File: config.mk
export PLATFORM = sky130hd
export DESIGN_NAME = uart_rx
export DESIGN_NICKNAME = d
export VERILOG_FILES = /design/src/rtl/uart_pkg.sv /design/src/rtl/uart_rx_sync_2ff.sv /design/src/rtl/uart_rx.sv
export SDC_FILE = /design/constraint.sdc
export NUM_CORES = 1
export LEC_CHECK = 0
export CORE_MARGIN = 1
export CORE_UTILIZATION = 50
export CTS_CLUSTER_SIZE = 10
export DETAILED_ROUTE_END_ITERATION = 6
export HOLD_SLACK_MARGIN = 0.06
export PLACE_DENSITY_LB_ADDON = 0.08
export RECOVER_POWER = 50
export SYNTH_ARGS = -nofsm -noshare
export SYNTH_HDL_FRONTEND = slang
export SYNTH_SLANG_ARGS = --single-unit
File: constraint.sdc
create_clock -name clk -period 1.6 [get_ports clk]
set_input_delay 0.32 -clock clk [delete_from_list [all_inputs] [get_ports clk]]
set_output_delay 0.32 -clock clk [all_outputs]
set_load 0.05 [all_outputs]
File: src/rtl/uart_pkg.sv
// Shared types and constants for the UART receive path.
package uart_pkg;

    typedef enum logic [2:0] {
        IDLE,
        START,
        DATA,
        PARITY,
        STOP
    } rx_state_e;

    localparam int OVERSAMPLE = 16;
    localparam int MID_TICK   = 7;

endpackage

File: src/rtl/uart_rx_sync_2ff.sv
// Two-flop synchronizer with synchronous active-low reset to RESET_VAL.
module sync_2ff #(
    parameter logic RESET_VAL = 1'b1
) (
    input  logic clk,
    input  logic rst_n,
    input  logic d,
    output logic q
);

    logic meta_q, meta_d;
    logic sync_q, sync_d;

    always_comb begin
        meta_d = d;
        sync_d = meta_q;
    end

    always_ff @(posedge clk) begin
        if (!rst_n) begin
            meta_q <= RESET_VAL;
            sync_q <= RESET_VAL;
        end else begin
            meta_q <= meta_d;
            sync_q <= sync_d;
        end
    end

    assign q = sync_q;

endmodule

File: src/rtl/uart_rx.sv
// 16x oversampling UART receiver, LSB first, registered byte output with done strobe.
// Define UART_RX_PARITY_EN to add a parity bit after the data and the parity_err output.
//
// state  | meaning
// IDLE   | line idle, waiting for rx_s low (blocked after a break until the line goes high)
// START  | counting to mid start bit, rejects glitches
// DATA   | sampling DBIT data bits at mid-bit
// PARITY | sampling the parity bit (UART_RX_PARITY_EN only)
// STOP   | counting to mid stop bit, then publish the frame
module uart_rx
    import uart_pkg::*;
#(
    parameter int DBIT       = 8,
    parameter int SB_TICK    = 16,
    parameter int PARITY_ODD = 0
) (
    input  logic            clk,
    input  logic            rst_n,
    input  logic            s_tick,
    input  logic            rx,
    output logic [DBIT-1:0] dout,
    output logic            rx_done_tick,
    output logic            frame_err
`ifdef UART_RX_PARITY_EN
    ,
    output logic            parity_err
`endif
);

    localparam int SCW = ($clog2(SB_TICK) > 5) ? $clog2(SB_TICK) : 5;
    localparam int NW  = $clog2(DBIT);

    localparam logic [SCW-1:0] S_MID       = SCW'(MID_TICK);
    localparam logic [SCW-1:0] S_BIT_LAST  = SCW'(OVERSAMPLE - 1);
    localparam logic [SCW-1:0] S_STOP_LAST = SCW'(SB_TICK - 1);
    localparam logic [NW-1:0]  N_LAST      = NW'(DBIT - 1);

    logic            rx_s;
    rx_state_e       state_q, state_d;
    logic [SCW-1:0]  s_cnt_q, s_cnt_d;
    logic [NW-1:0]   n_cnt_q, n_cnt_d;
    logic [DBIT-1:0] shift_q, shift_d;
    logic [DBIT-1:0] dout_q, dout_d;
    logic            done_q, done_d;
    logic            frame_err_q, frame_err_d;
    logic            brk_q, brk_d;
`ifdef UART_RX_PARITY_EN
    logic            par_bit_q, par_bit_d;
    logic            parity_err_q, parity_err_d;
`else
    logic            unused_parity_odd;
    assign unused_parity_odd = PARITY_ODD[0];
`endif

    sync_2ff #(.RESET_VAL(1'b1)) u_sync_rx (
        .clk   (clk),
        .rst_n (rst_n),
        .d     (rx),
        .q     (rx_s)
    );

    always_ff @(posedge clk) begin
        if (!rst_n) begin
            state_q <= IDLE;
        end else begin
            state_q <= state_d;
        end
    end

    always_comb begin
        state_d = state_q;
        s_cnt_d = s_cnt_q;
        n_cnt_d = n_cnt_q;
        shift_d = shift_q;
`ifdef UART_RX_PARITY_EN
        par_bit_d = par_bit_q;
`endif
        case (state_q)
            IDLE: begin
                if (!rx_s && !brk_q) begin
                    state_d = START;
                    s_cnt_d = '0;
                end
            end
            START: begin
                if (s_tick) begin
                    if (s_cnt_q == S_MID) begin
                        if (!rx_s) begin
                            state_d = DATA;
                            s_cnt_d = '0;
                            n_cnt_d = '0;
                        end else begin
                            state_d = IDLE;
                        end
                    end else begin
                        s_cnt_d = s_cnt_q + SCW'(1);
                    end
                end
            end
            DATA: begin
                if (s_tick) begin
                    if (s_cnt_q == S_BIT_LAST) begin
                        shift_d = {rx_s, shift_q[DBIT-1:1]};
                        s_cnt_d = '0;
                        if (n_cnt_q == N_LAST) begin
`ifdef UART_RX_PARITY_EN
                            state_d = PARITY;
`else
                            state_d = STOP;
`endif
                        end else begin
                            n_cnt_d = n_cnt_q + NW'(1);
                        end
                    end else begin
                        s_cnt_d = s_cnt_q + SCW'(1);
                    end
                end
            end
`ifdef UART_RX_PARITY_EN
            PARITY: begin
                if (s_tick) begin
                    if (s_cnt_q == S_BIT_LAST) begin
                        par_bit_d = rx_s;
                        s_cnt_d   = '0;
                        state_d   = STOP;
                    end else begin
                        s_cnt_d = s_cnt_q + SCW'(1);
                    end
                end
            end
`endif
            STOP: begin
                if (s_tick) begin
                    if (s_cnt_q == S_STOP_LAST) begin
                        state_d = IDLE;
                    end else begin
                        s_cnt_d = s_cnt_q + SCW'(1);
                    end
                end
            end
            default: state_d = IDLE;
        endcase
    end

    always_comb begin
        done_d      = (state_q == STOP) && s_tick && (s_cnt_q == S_STOP_LAST);
        dout_d      = done_d ? shift_q : dout_q;
        frame_err_d = done_d ? ~rx_s : frame_err_q;
`ifdef UART_RX_PARITY_EN
        parity_err_d = done_d ? (^{shift_q, par_bit_q} ^ PARITY_ODD[0]) : parity_err_q;
`endif
        // A low stop bit means a break may be in progress; wait for the line to go high.
        brk_d = brk_q;
        if (done_d && !rx_s) begin
            brk_d = 1'b1;
        end else if (rx_s) begin
            brk_d = 1'b0;
        end
    end

    always_ff @(posedge clk) begin
        if (!rst_n) begin
            s_cnt_q     <= '0;
            n_cnt_q     <= '0;
            shift_q     <= '0;
            dout_q      <= '0;
            done_q      <= 1'b0;
            frame_err_q <= 1'b0;
            brk_q       <= 1'b0;
`ifdef UART_RX_PARITY_EN
            par_bit_q    <= 1'b0;
            parity_err_q <= 1'b0;
`endif
        end else begin
            s_cnt_q     <= s_cnt_d;
            n_cnt_q     <= n_cnt_d;
            shift_q     <= shift_d;
            dout_q      <= dout_d;
            done_q      <= done_d;
            frame_err_q <= frame_err_d;
            brk_q       <= brk_d;
`ifdef UART_RX_PARITY_EN
            par_bit_q    <= par_bit_d;
            parity_err_q <= parity_err_d;
`endif
        end
    end

    assign dout         = dout_q;
    assign rx_done_tick = done_q;
    assign frame_err    = frame_err_q;
`ifdef UART_RX_PARITY_EN
    assign parity_err   = parity_err_q;
`endif

endmodule

* Yosys cells after proc, flatten, opt, wreduce, memory -nomap -nowiden *
Cells that the tools add are included.

word-level totals
  register bits after elaboration = 32
  output and inout port bits = 10

operators by class
  $add $sub $neg = 2
  equal/unequal tests = 18
  multiplexer cells = 28
  bitwise logic cells = 1
  reduce and logical (&&, ||, !) cells = 14

operators by type and width
  kind                   count
  $mux W3                14
  $mux W5                8
  $ne A2 B2 Y1 const B   11
  $pmux W5 S4            1
  $reduce_and A7 Y1      2
  $pmux W3 S4            1
  $reduce_and A8 Y1      1
  $eq A3 B3 Y1 const B   2
  $pmux W3 S2            1
  $add A5 B1 Y5 const B  1
  $eq A5 B3 Y1 const B   1
  $eq A5 B4 Y1 const B   1
  $logic_and A1 B1 Y1    4
  $reduce_bool A2 Y1     2
  $reduce_bool A4 Y1     1
  $add A3 B1 Y3 const B  1
  $eq A3 B1 Y1 const B   1
  $eq A3 B2 Y1 const B   1
  $logic_not A3 Y1       1
  $ne A3 B3 Y1 const B   1
  $reduce_and A3 Y1      1
  $logic_not A1 Y1       2
  $mux W1                2
  $mux W2                1
  $not A1 Y1             1

* Longest topological paths before layout *
Gate-level depths: netlist of run 1.

  word-level depth = 5
  depth in mapped cells = 7
  mapped depth without buffers = 7

* Hierarchy *
From an unflattened synthesis of run 1, not the netlist that was laid out.

second synthesis, totals
  cells, all modules = 168
  area total of the unflattened synthesis = 1552.7 um^2

by module, submodules not included
  module    times used  cells an instance  area each (um^2)
  uart_rx   1           164                1500.2
  sync_2ff  1           4                  52.6

* Worst setup path after synthesis of run 1 *
Ideal clock, no wire load.

  kind = flip-flop to flip-flop
  from = reg s_cnt_q[0]
  to = reg dout_q[1] (netlist: dout[1])
  setup time = 0.128 ns
  arrival time = 1.454 ns
  path slack = 0.018 ns
  stages on the path, launching flop included = 7
  period minus slack after synthesis = 1.582 ns
  cell sequence = dfxtp_1 ha_1 and4b_1 nand4_1 buf_2 mux2i_1 nor2_1

between the ends
  longest elaborated chain between the ends = 2

RTL lines
  what                    RTL line        text
  from (decl)             uart_rx.sv:40   logic [SCW-1:0] s_cnt_q, s_cnt_d;
  from (signal assigned)  uart_rx.sv:175  s_cnt_q <= s_cnt_d;
  $eq A5 B4 Y1            uart_rx.sv:146  done_d = (state_q == STOP) && s_tick && (s_cnt_q == S_STOP_LAST);
  $logic_and A1 B1 Y1     uart_rx.sv:146
  to (signal assigned)    uart_rx.sv:178  dout_q <= dout_d;
  to (decl)               uart_rx.sv:43   logic [DBIT-1:0] dout_q, dout_d;

No other way between the ends.
A chain may end at the register's enable or synchronous reset.

* Worst setup path after layout of run 1 *
  from = reg state_q[0]
  to = reg n_cnt_q[0]

between the ends
  longest elaborated chain between the ends = 3
  elaborated cells on any way between the ends = 11
  those cells by class = 8 x eq/ne; 1 x mux; 2 x reduce/logical

RTL lines
  what                                                                        RTL line        text
  from (decl)                                                                 uart_rx.sv:39   rx_state_e state_q, state_d;
  from (signal assigned)                                                      uart_rx.sv:66   state_q <= state_d;
  $eq A3 B1 Y1 / $eq A3 B2 Y1 (equally long branches)                         uart_rx.sv:78   case (state_q)
  $ne A2 B2 Y1 (no source line) / $reduce_bool A2 Y1 (equally long branches)  -
  $reduce_and A7 Y1 (no source line)                                          -
  to (signal assigned)                                                        uart_rx.sv:176  n_cnt_q <= n_cnt_d;
  to (decl)                                                                   uart_rx.sv:41   logic [NW-1:0] n_cnt_q, n_cnt_d;

Several ways; a longest one is shown, not always the timed one.

==> metrics.txt, run 1 <==
Final Hold Fails 0; Reg-to-Reg Start state_q[0]; Root Buffer clkbuf_4; maxcap violations 0; worst-margin pin slew roughly 0.60 ns; standard-cell rows 19; crit-path cells or3b_4 -> o31ai_2 -> and3_4 -> mux2i_1 -> nor2_1; largest cells by area after synthesis dfxtp_1 43%, mux2i_1 12%, nor2_1 7.1%; Seq/Total Area, Yosys a little over two fifths; Min-Delay Path Class reg2reg; DR WL/cell about 13 um; Synthesized Nets ~170; die height around 56 um; number of flops mapped to enable cells by yosys 0; Startpoint Class flop; skew final 0.00930 ns; vias per inst roughly 5.6; critical path endpoint category flop; RePlAce Congestion a little over 0.9; r2r setup slk -0.005 ns; IO Count 14; worst reg2reg endpoint n_cnt_q[0]; Post-route DRC 0; critical path's slowest cell or3b_4; layout cell share with drive strength beyond 1 24.3%; Initial Util between 50% and 60%; global-route usage over all layers between 10% and 20%; Clock Path Buffers 2; Worst Path Required 1.82 ns; Pre-antenna DRT Iters 4; critical path class reg2reg; Num CTS Buffers 5; PD cells between 800 and 900 mW/mm^2; most crowded layer after global routing met2; CP delay by family, top simple AND/OR/NAND/NOR gates; leak pwr between 0.8 and 0.9 nW; Synth Warn # 0; most frequent cell after synthesis dfxtp_1; Final Util 64.5%; hold path cells 1; Cell variety after synth 45; outcome finished, violations left; Total Power ~1.5 mW; Synth top area share a little over two fifths; worst reg2reg path depth 5; met1 GRT Util a little under a quarter; largest net degree at the start of global routing 22; GRT met3 Usage 6.22%; clock slew at the register clock pins of the worst setup and hold paths roughly 0.10 ns; Final setup viols 1; FFs w/ async S/R, synth 0%; full die area roughly 0.0032 mm^2; CP max FO 5; P&R area growth vs syn 21.1%; Primary FF master, synth dfxtp_1; Hold EP u_sync_rx.q; H-tree depth 2; Die X between 50 and 60 um; initial antenna violation count 0; failing checks negative setup slack; # diodes 0; CP bufs+invs 0; total number of vias around 1,200; max-slew violations 0; CTS sink count 32; post-route setup slack -0.00529 ns; commonest cells in the netlist 32 x dfxtp_1, 28 x nor2_1, 18 x mux2i_1, 6 x a21oi_1, 6 x nand3_1; post-route cell area 0.00179 mm^2; Arr. time, crit path between 1.5 and 2 ns; number of DRC markers in iteration 0 40; Syn Area/Cell between 9 and 10 um^2; crit-path max cell delay 0.40 ns; grt met2 use between 30% and 40%; Routed Antenna Nets 0; global-route wire length before repair 4.82 mm; Worst Min Path Start u_sync_rx.meta_q; Core Region 0.00278 mm^2; post-place instance area roughly 0.0017 mm^2; CTS tree built; Levels on crit path 5; Peak supply drop between 1 and 1.5 mV; Tmin final between 1.5 and 2 ns; max_slew headroom about three fifths; Final Cycle Share 100%; FMAX approximately 620 MHz; Clock Latency Late Sink about 0.33 ns; # fillers 240; Total Wirelength 2.87 mm; unrepaired setup endpoints after global routing true; Synth area leader dfxtp_1; Cell Area, Synth between 0.001 and 0.0015 mm^2; Syn Inst Count roughly 160; HPWL Detailed approximately 2.0 mm; Yosys reg bits 32; GRT overflow 0; fin nets around 190; vias in the first global route 1,126; port buffer count 13
area by class of cell:
| cell class | instances | area [um^2] | area share, % |
|---|---|---|---|
| Tap cell | 31 | 38.8 | 2.16 |
| Timing Repair Buffer | 29 | 220 | 12.3 |
| Clock buffer | 6 | 41.3 | 2.30 |
| Multi-Input combinational cell | 111 | 795 | 44.3 |
| Sequential cell | 32 | 646 | 36.0 |
| Clock inverter | 2 | 35.0 | 1.95 |
| Inverter | 5 | 18.8 | 1.05 |
stage by stage:
step	setup slack [ns]	cells	hold WS (ns)	TNS, ns
6_report	-0.00529	216	0.424	-0.00529
5_1_grt	-0.108	216	0.444	-0.735
2_1_floorplan	0.0180	157	0.386	0
3_5_place_dp	-0.252	207	0.410	-2.11
3_3_place_gp	-0.190	207	0.395	-1.53
4_1_cts	-0.0153	216	0.432	-0.0153
kinds of logic after synthesis:
family	count (synthesis)	synth area share, %
DFF	32	43.2
adders and majority gates	4	3.38
AOI/OAI and AO/OA	27	13.2
and+or+nand+nor	60	21.6
buffers and inverters	14	5.24
muxes	18	12.2
xor gates and xnor gates	2	1.18
cells in the final DEF, fill, tap and decap left out, drive strengths merged, types with 3 or more instances in the layout:
| master | count |
|---|---|
| a21oi | 6 |
| buf | 16 |
| nor2 | 28 |
| nand2b | 5 |
| o21ai | 3 |
| nand2 | 3 |
| dfxtp | 32 |
| nand3 | 7 |
| inv | 5 |
| ha | 4 |
| clkbuf | 16 |
| mux2i | 18 |
report_power, final:
part	internal (mW)	switching, mW	total [mW]
Combinational	0.0361	0.0461	0.0822
Sequential	0.802	0.00525	0.808
Clock	0.328	0.266	0.594
how the worst max path moves through the flow:
stage / from / endpoint / slack [ns]
global route: s_cnt_q[1] / state_q[1] / -0.11
global placement: s_tick / s_cnt_q[4] / -0.19
finish: state_q[0] / n_cnt_q[0] / -0.005
CTS: s_cnt_q[1] / n_cnt_q[0] / -0.02
floorplan: s_cnt_q[0] / dout[1] / 0.02
detailed placement: s_tick / s_cnt_q[4] / -0.25
layer usage:
metal  vias up  wire (um)
li1        611          -
met4         0         12
met2        20       1410
met3         2        100
met1       571       1350
met5         -          0
registers in the layout, summed over array words and instances (netlist names), 3 cells and up:
| name | cells |
|---|---|
| n_cnt_q | 3 |
| dout | 8 |
| s_cnt_q | 5 |
| state_q | 3 |
| shift_q | 8 |
repair_timing:
| action | CTS | global route |
|---|---|---|
| resized for setup | 11 | 3 |
| hold buffers | 0 | 0 |
| setup buffers | 1 | 0 |
| setup endpoints to repair | 21 | 15 |
| pin swaps | 4 | 5 |
Note: power is estimated with default switching activity, not from simulation.
==> inputs of run 2 (changes only) <==
--- a/config.mk
+++ b/config.mk
@@ -6,12 +6,12 @@
 export NUM_CORES = 1
 export LEC_CHECK = 0
 export CORE_MARGIN = 1
-export CORE_UTILIZATION = 50
+export CORE_UTILIZATION = 35
 export CTS_CLUSTER_SIZE = 10
 export DETAILED_ROUTE_END_ITERATION = 6
 export HOLD_SLACK_MARGIN = 0.06
 export PLACE_DENSITY_LB_ADDON = 0.08
-export RECOVER_POWER = 50
+export RECOVER_POWER = 25
 export SYNTH_ARGS = -nofsm -noshare
 export SYNTH_HDL_FRONTEND = slang
 export SYNTH_SLANG_ARGS = --single-unit
==> run 2 against run 1 <==
Setup slack better by 0.00079 ns; largest power group unchanged; via count is 1.1% higher; final area increased by 4.9%; combinational power is 11% higher; register-to-register slack about the same; critical path depth rose by 2; worst hold slack worse by 0.017 ns; sequential share of layout area decreased by 1.7 points; maximum frequency hardly changed; clock skew down 0.0019 ns; the flow still finishes with violations (negative setup slack); non-clock buffer count grew 4; critical path type unchanged.
==> metrics.txt, run 2 (same netlist as run 1, synthesis figures left out) <==
Pre-antenna DRT Iters 4 (unchanged); initial antenna violation count 0 (unchanged); maxcap violations 0 (unchanged); die height 67.1 um (+19%); # fillers 412 (+72%); vias per inst 5.09 (-8.6%); vias in the first global route 1,210 (+7.5%); post-route setup slack -0.00450 ns (+0.000793 ns); total number of vias 1,217 (+1.1%); failing checks negative setup slack; H-tree depth 2 (unchanged); Worst Path Required 1.78 ns (-0.04 ns); Clock Latency Late Sink 0.28 ns (-0.05 ns); outcome finished, violations left; fin nets 196 (+2.1%); CP max FO 5 (unchanged); standard-cell rows 23 (+4); Min-Delay Path Class reg2reg; clock slew at the register clock pins of the worst setup and hold paths 0.07 ns (-0.03 ns); RePlAce Congestion 0.751 (-20%); number of DRC markers in iteration 0 108 (+170%); met1 wire length 1.54 mm (+14%); Die X 67.1 um (+19%); Routed Antenna Nets 0 (unchanged); P&R area growth vs syn 27.0%; GRT overflow 0 (unchanged); FMAX 623 MHz (about the same); # diodes 0 (unchanged); Root Buffer clkbuf_8; Startpoint Class flop; port buffer count 13 (unchanged); Initial Util 36.8% (-16 points); unrepaired setup endpoints after global routing true; Total Wirelength 3.17 mm (+11%); critical path class reg2reg; commonest cells after routing, fill and taps aside 28 x nor2_1, 28 x dfxtp_1, 20 x buf_4; worst reg2reg path depth 7 (+2); Num CTS Buffers 5 (unchanged); PD cells 815 mW/mm^2 (-1.5%); DR WL/cell 13.3 um (about the same); global-route wire length before repair 5.44 mm (+13%); Total Power 1.53 mW (+3.3%); layout cell share with drive strength beyond 1 23.8% (-0.51 points); max-slew violations 0 (unchanged); worst-margin pin slew 0.604 ns (+0.00804 ns); Final Hold Fails 0 (unchanged); IO Count 14 (unchanged); CTS sink count 32 (unchanged); Final Util 46.7% (-18 points); Arr. time, crit path 1.78 ns (-0.04 ns); largest net degree at the start of global routing 19 (-14%); Peak supply drop 0.480 mV (-53%); met3 routed wirelength 92 um (-8.0%); critical path endpoint category flop; Final Cycle Share 100% (about the same); r2r setup slk -0.004 ns (about the same); leak pwr 0.842 nW (+2.1%); met2 WL 1.49 mm (+6.1%); global-route usage over all layers 16.6% (-2.8 points); full die area 0.00450 mm^2 (+41%); max_slew headroom 59.9% (-0.52 points); skew final 0.00741 ns (-0.00189 ns); Clock Path Buffers 2 (unchanged); Post-route DRC 0 (unchanged); HPWL Detailed 2.21 mm (+10%); top sig layer met4; Core Region 0.00403 mm^2 (+45%); Final setup viols 4 (+3); hold path cells 1 (unchanged); CTS tree built; Tmin final 1.60 ns (-0.000793 ns)
run 2: changes by cell type in the layout (fill, tap and decap cells not counted), moves of 2 or more:
cell | previous run | this run
clkbuf_4 | 5 | 0
buf_6 | 0 | 2
buf_4 | 13 | 20
clkbuf_1 | 2 | 8
clkbuf_2 | 9 | 0
clkbuf_8 | 0 | 6
run 2: path summary, 6_finish.rpt:
check                   start           to
max                s_cnt_q[1]   n_cnt_q[0]
min          u_sync_rx.meta_q  u_sync_rx.q
max reg2reg        s_cnt_q[1]   n_cnt_q[0]
min reg2reg  u_sync_rx.meta_q  u_sync_rx.q
run 2: routing by layer:
metal  vias to the layer above  track usage, %
li1                        621               -
met1                       570            20.6
met2                        20            25.1
met3                         6            6.34
met4                         0            7.18
met5                         -               0
run 2: final cells by class:
class	count	area, um^2	share of cell area, %
clock buffer	7	86.3	4.59
clock inverter	1	7.51	0.399
inverter	5	18.8	0.997
multi-input combinational	111	812	43.2
sequential	32	646	34.3
tap	50	62.6	3.32
timing repair buffer	33	249	13.2
run 2: stage by stage:
| stage | setup slack [ns] | instance area, um^2 | std cells | setup TNS [ns] | hold slack [ns] |
|---|---|---|---|---|---|
| 2_1_floorplan | 0.0180 | 1480 | 157 | 0 | 0.386 |
| 3_3_place_gp | -0.183 | 1740 | 229 | -1.39 | 0.396 |
| 3_5_place_dp | -0.259 | 1740 | 229 | -1.99 | 0.397 |
| 4_1_cts | -0.0195 | 1860 | 238 | -0.0708 | 0.412 |
| 5_1_grt | -0.0906 | 1880 | 239 | -0.450 | 0.438 |
| 6_report | -0.00450 | 1880 | 239 | -0.00960 | 0.407 |
run 2: critical path, stage by stage, from the launching register on:
cell	delay (ns)
dfxtp_2	0.35
ha_4	0.15
nand4b_1	0.17
buf_4	0.18
o31ai_2	0.17
and3_4	0.24
mux2i_1	0.18
nor2_1	0.05
run 2: repair_timing:
item                                   4_1_cts  5_1_grt
buffers inserted                             1        1
resized for setup                            6       12
pin swaps                                    4        6
endpoints found under the hold margin        0        0
hold buffers                                 0        0
setup endpoints to repair                   13       25
run 2: where the power goes:
group	switching [mW]	internal [mW]
Combinational	0.0499	0.0416
Sequential	0.00520	0.803
Clock	0.285	0.349
Total	0.340	1.19
==> inputs of run 3 (changes only) <==
--- a/config.mk
+++ b/config.mk
@@ -5,6 +5,7 @@
 export SDC_FILE = /design/constraint.sdc
 export NUM_CORES = 1
 export LEC_CHECK = 0
+export ABC_AREA = 1
 export CORE_MARGIN = 1
 export CORE_UTILIZATION = 35
 export CTS_CLUSTER_SIZE = 10
@@ -12,6 +13,7 @@
 export HOLD_SLACK_MARGIN = 0.06
 export PLACE_DENSITY_LB_ADDON = 0.08
 export RECOVER_POWER = 25
+export SKIP_LAST_GASP = 1
 export SYNTH_ARGS = -nofsm -noshare
 export SYNTH_HDL_FRONTEND = slang
 export SYNTH_SLANG_ARGS = --single-unit
==> constraint.sdc (replaced) <==
create_clock -name clk -period 1.8 [get_ports clk]
set_input_delay 0.36 -clock clk [delete_from_list [all_inputs] [get_ports clk]]
set_output_delay 0.36 -clock clk [all_outputs]
set_load 0.05 [all_outputs]
==> run 3 against run 2 <==
The run now ends clean; clock power is 6.5% higher; routed wire length is 1.3% lower; power is 73% higher; non-clock buffer count is 13 lower; critical path depth is 1 higher; via count is 7.6% higher; utilization is 2.3 points lower; synthesized cell count is 36% higher; final cell count is 20% higher; combinational power grew to 12 times the previous value; largest power group is now combinational logic.
==> metrics.txt, run 3 <==
CTS tree built; RePlAce Congestion 0.820 (+9.2%); Synth area leader dfxtp_1; Peak supply drop 0.528 mV (+10%); clock slew at the register clock pins of the worst setup and hold paths 0.07 ns (about the same); largest net degree at the start of global routing 16 (-3); global-route wire length before repair 5.22 mm (-3.9%); max-slew violations 0 (unchanged); Reg-to-Reg Start s_cnt_q[0]; Syn Area/Cell 7.27 um^2 (-23%); Synth Warn # 0 (unchanged); commonest cells in the netlist 51 x nor2_1, 34 x nand2_1, 32 x dfxtp_1, 17 x nand3_1, 15 x o21ai_0; skew final 0.00414 ns (-0.00327 ns); global-route usage over all layers 15.5% (-1.1 points); CP max FO 7 (+2); outcome finished, final reports clean; number of DRC markers in iteration 0 46 (-57%); full die area 0.00470 mm^2 (+4.4%); Root Buffer clkbuf_8; unrepaired setup endpoints after global routing false; Critical Path Start s_cnt_q[0]; Syn Inst Count 213 (+36%); Place WS -0.00409 ns (+0.254 ns); commonest cells after routing, fill and taps aside 51 x nor2_1, 34 x nand2_1, 32 x dfxtp_1; Primary FF master, synth dfxtp_1; PD cells 1460 mW/mm^2 (+79%); die height 68.5 um (+2.2%); Initial Util 37.6% (+0.87 points); maxcap violations 0 (unchanged); commonest non-fill, non-tap cell in the layout nor2_1; initial antenna violation count 0 (unchanged); most frequent cell after synthesis nor2_1; placed insts 275 (+20%); Cell variety after synth 26 (-42%); Worst Path Required 1.98 ns (+0.20 ns); post-route setup slack 0.223 ns (+0.228 ns); Seq/Total Area, Yosys 41.4% (-1.9 points); hold buffer count at CTS 0 (unchanged); IO Count 14 (unchanged); Cell Area, Synth 0.00155 mm^2 (+4.6%); Core Region 0.00412 mm^2 (+2.1%); vias per inst 4.58 (-10%); total number of vias 1,310 (+7.6%); critical path class reg2reg; fin nets 243 (+24%); HPWL Detailed 2.28 mm (+3.4%); critical path endpoint category flop; FMAX 634 MHz (+1.7%); Synth top area share 41.4% (-1.9 points); Worst Min Path Start u_sync_rx.meta_q; Yosys reg bits 32 (unchanged); max_slew headroom 59.8% (-0.11 points); Post-route DRC 0 (unchanged); Arr. time, crit path 1.75 ns (-0.03 ns); Synthesized Nets 221 (+34%); Total Wirelength 3.13 mm (-1.3%); # diodes 0 (unchanged); standard-cell rows 23 (unchanged); Total Power 2.66 mW (+73%); Clock Path Buffers 2 (unchanged); FFs w/ async S/R, synth 0% (unchanged); WHS 0.419 ns (+0.0117 ns); Pre-antenna DRT Iters 4 (unchanged); port buffer count 13 (unchanged); P&R area growth vs syn 17.9%; worst-margin pin slew 0.605 ns (+0.00162 ns); Final setup viols 0 (-4); H-tree depth 2 (unchanged); vias in the first global route 1,147 (-5.2%); DR WL/cell 11.0 um (-18%); leak pwr 0.813 nW (-3.4%); Num CTS Buffers 5 (unchanged); CTS sink count 32 (unchanged); Startpoint Class flop; number of flops mapped to enable cells by yosys 0 (unchanged); GRT overflow 0 (unchanged); final cell count without fillers 286 (+20%); Final Hold Fails 0 (unchanged); Min-Delay Path Class reg2reg; Routed Antenna Nets 0 (unchanged); Die X 68.5 um (+2.2%); Clock Latency Late Sink 0.28 ns (about the same); # fillers 442 (+7.3%); layout cell share with drive strength beyond 1 21.2% (-2.6 points); largest cells by area after synthesis dfxtp_1 41%, nor2_1 12%, nand2_1 8.2%; Tmin final 1.58 ns (-0.0275 ns); Final Cycle Share 87.6% (-13 points)
## run 3: layer usage
| metal | part of all wire (%) | global-route usage (%) |
|---|---|---|
| met2 | 42 | 22.7 |
| met3 | 4.6 | 5.43 |
| met4 | 0.67 | 6.25 |
| met5 | 0 | 0 |
| met1 | 53 | 20.5 |
## run 3: kinds of logic after synthesis
group | after synthesis | synth area share (%)
AOI/OAI and AO/OA | 32 | 12.0
xor gates and xnor gates | 1 | 0.566
adders and majority gates | 4 | 3.23
buffers and inverters | 24 | 6.46
DFF | 32 | 41.4
and+or+nand+nor | 120 | 36.3
## run 3: timing repair
item,4_1_cts,5_1_grt
gates resized for setup,0,2
setup buffers,0,3
endpoints found under the hold margin,0,0
setup endpoints to repair,0,16
## run 3: worst paths after layout
kind	cells past startpoint	end	slack (ns)
worst max register to register	8	shift_q[5]	0.22
worst min-delay path	1	u_sync_rx.q	0.42
worst max-delay path	8	shift_q[5]	0.22
worst min register to register	1	u_sync_rx.q	0.42
## run 3: where the power goes
| group | total [mW] | internal (mW) | leakage, nW | switching (mW) |
|---|---|---|---|---|
| registers | 0.885 | 0.789 | 0.259 | 0.0968 |
| clock network | 0.675 | 0.411 | 0.0552 | 0.265 |
| logic | 1.10 | 0.400 | 0.498 | 0.698 |
## run 3: through the flow
stage               area [um^2]  setup TNS, ns  util, %
floorplan                  1550              0        -
global placement           1720              0     41.8
detailed placement         1720       -0.00606     41.8
CTS                        1830              0     44.4
global route               1830              0     44.4
finish                     1830              0     44.4
## run 3: final cells by class
class / instances / area [um^2] / share of cell area, %
tap: 50 / 62.6 / 3.42
inverter: 19 / 72.6 / 3.97
timing repair buffer: 20 / 128 / 6.99
clock inverter: 2 / 35.0 / 1.92
sequential: 32 / 641 / 35.1
clock buffer: 6 / 72.6 / 3.97
multi-input combinational: 157 / 816 / 44.7
## run 3: worst max-delay path: stages, from the launching register on
cell     delay (ns)
dfxtp_1        0.38
ha_2           0.22
nand2_1        0.07
inv_2          0.08
nand3_2        0.12
nor3_4         0.31
inv_2          0.12
nor2_1         0.12
nor2_1         0.05
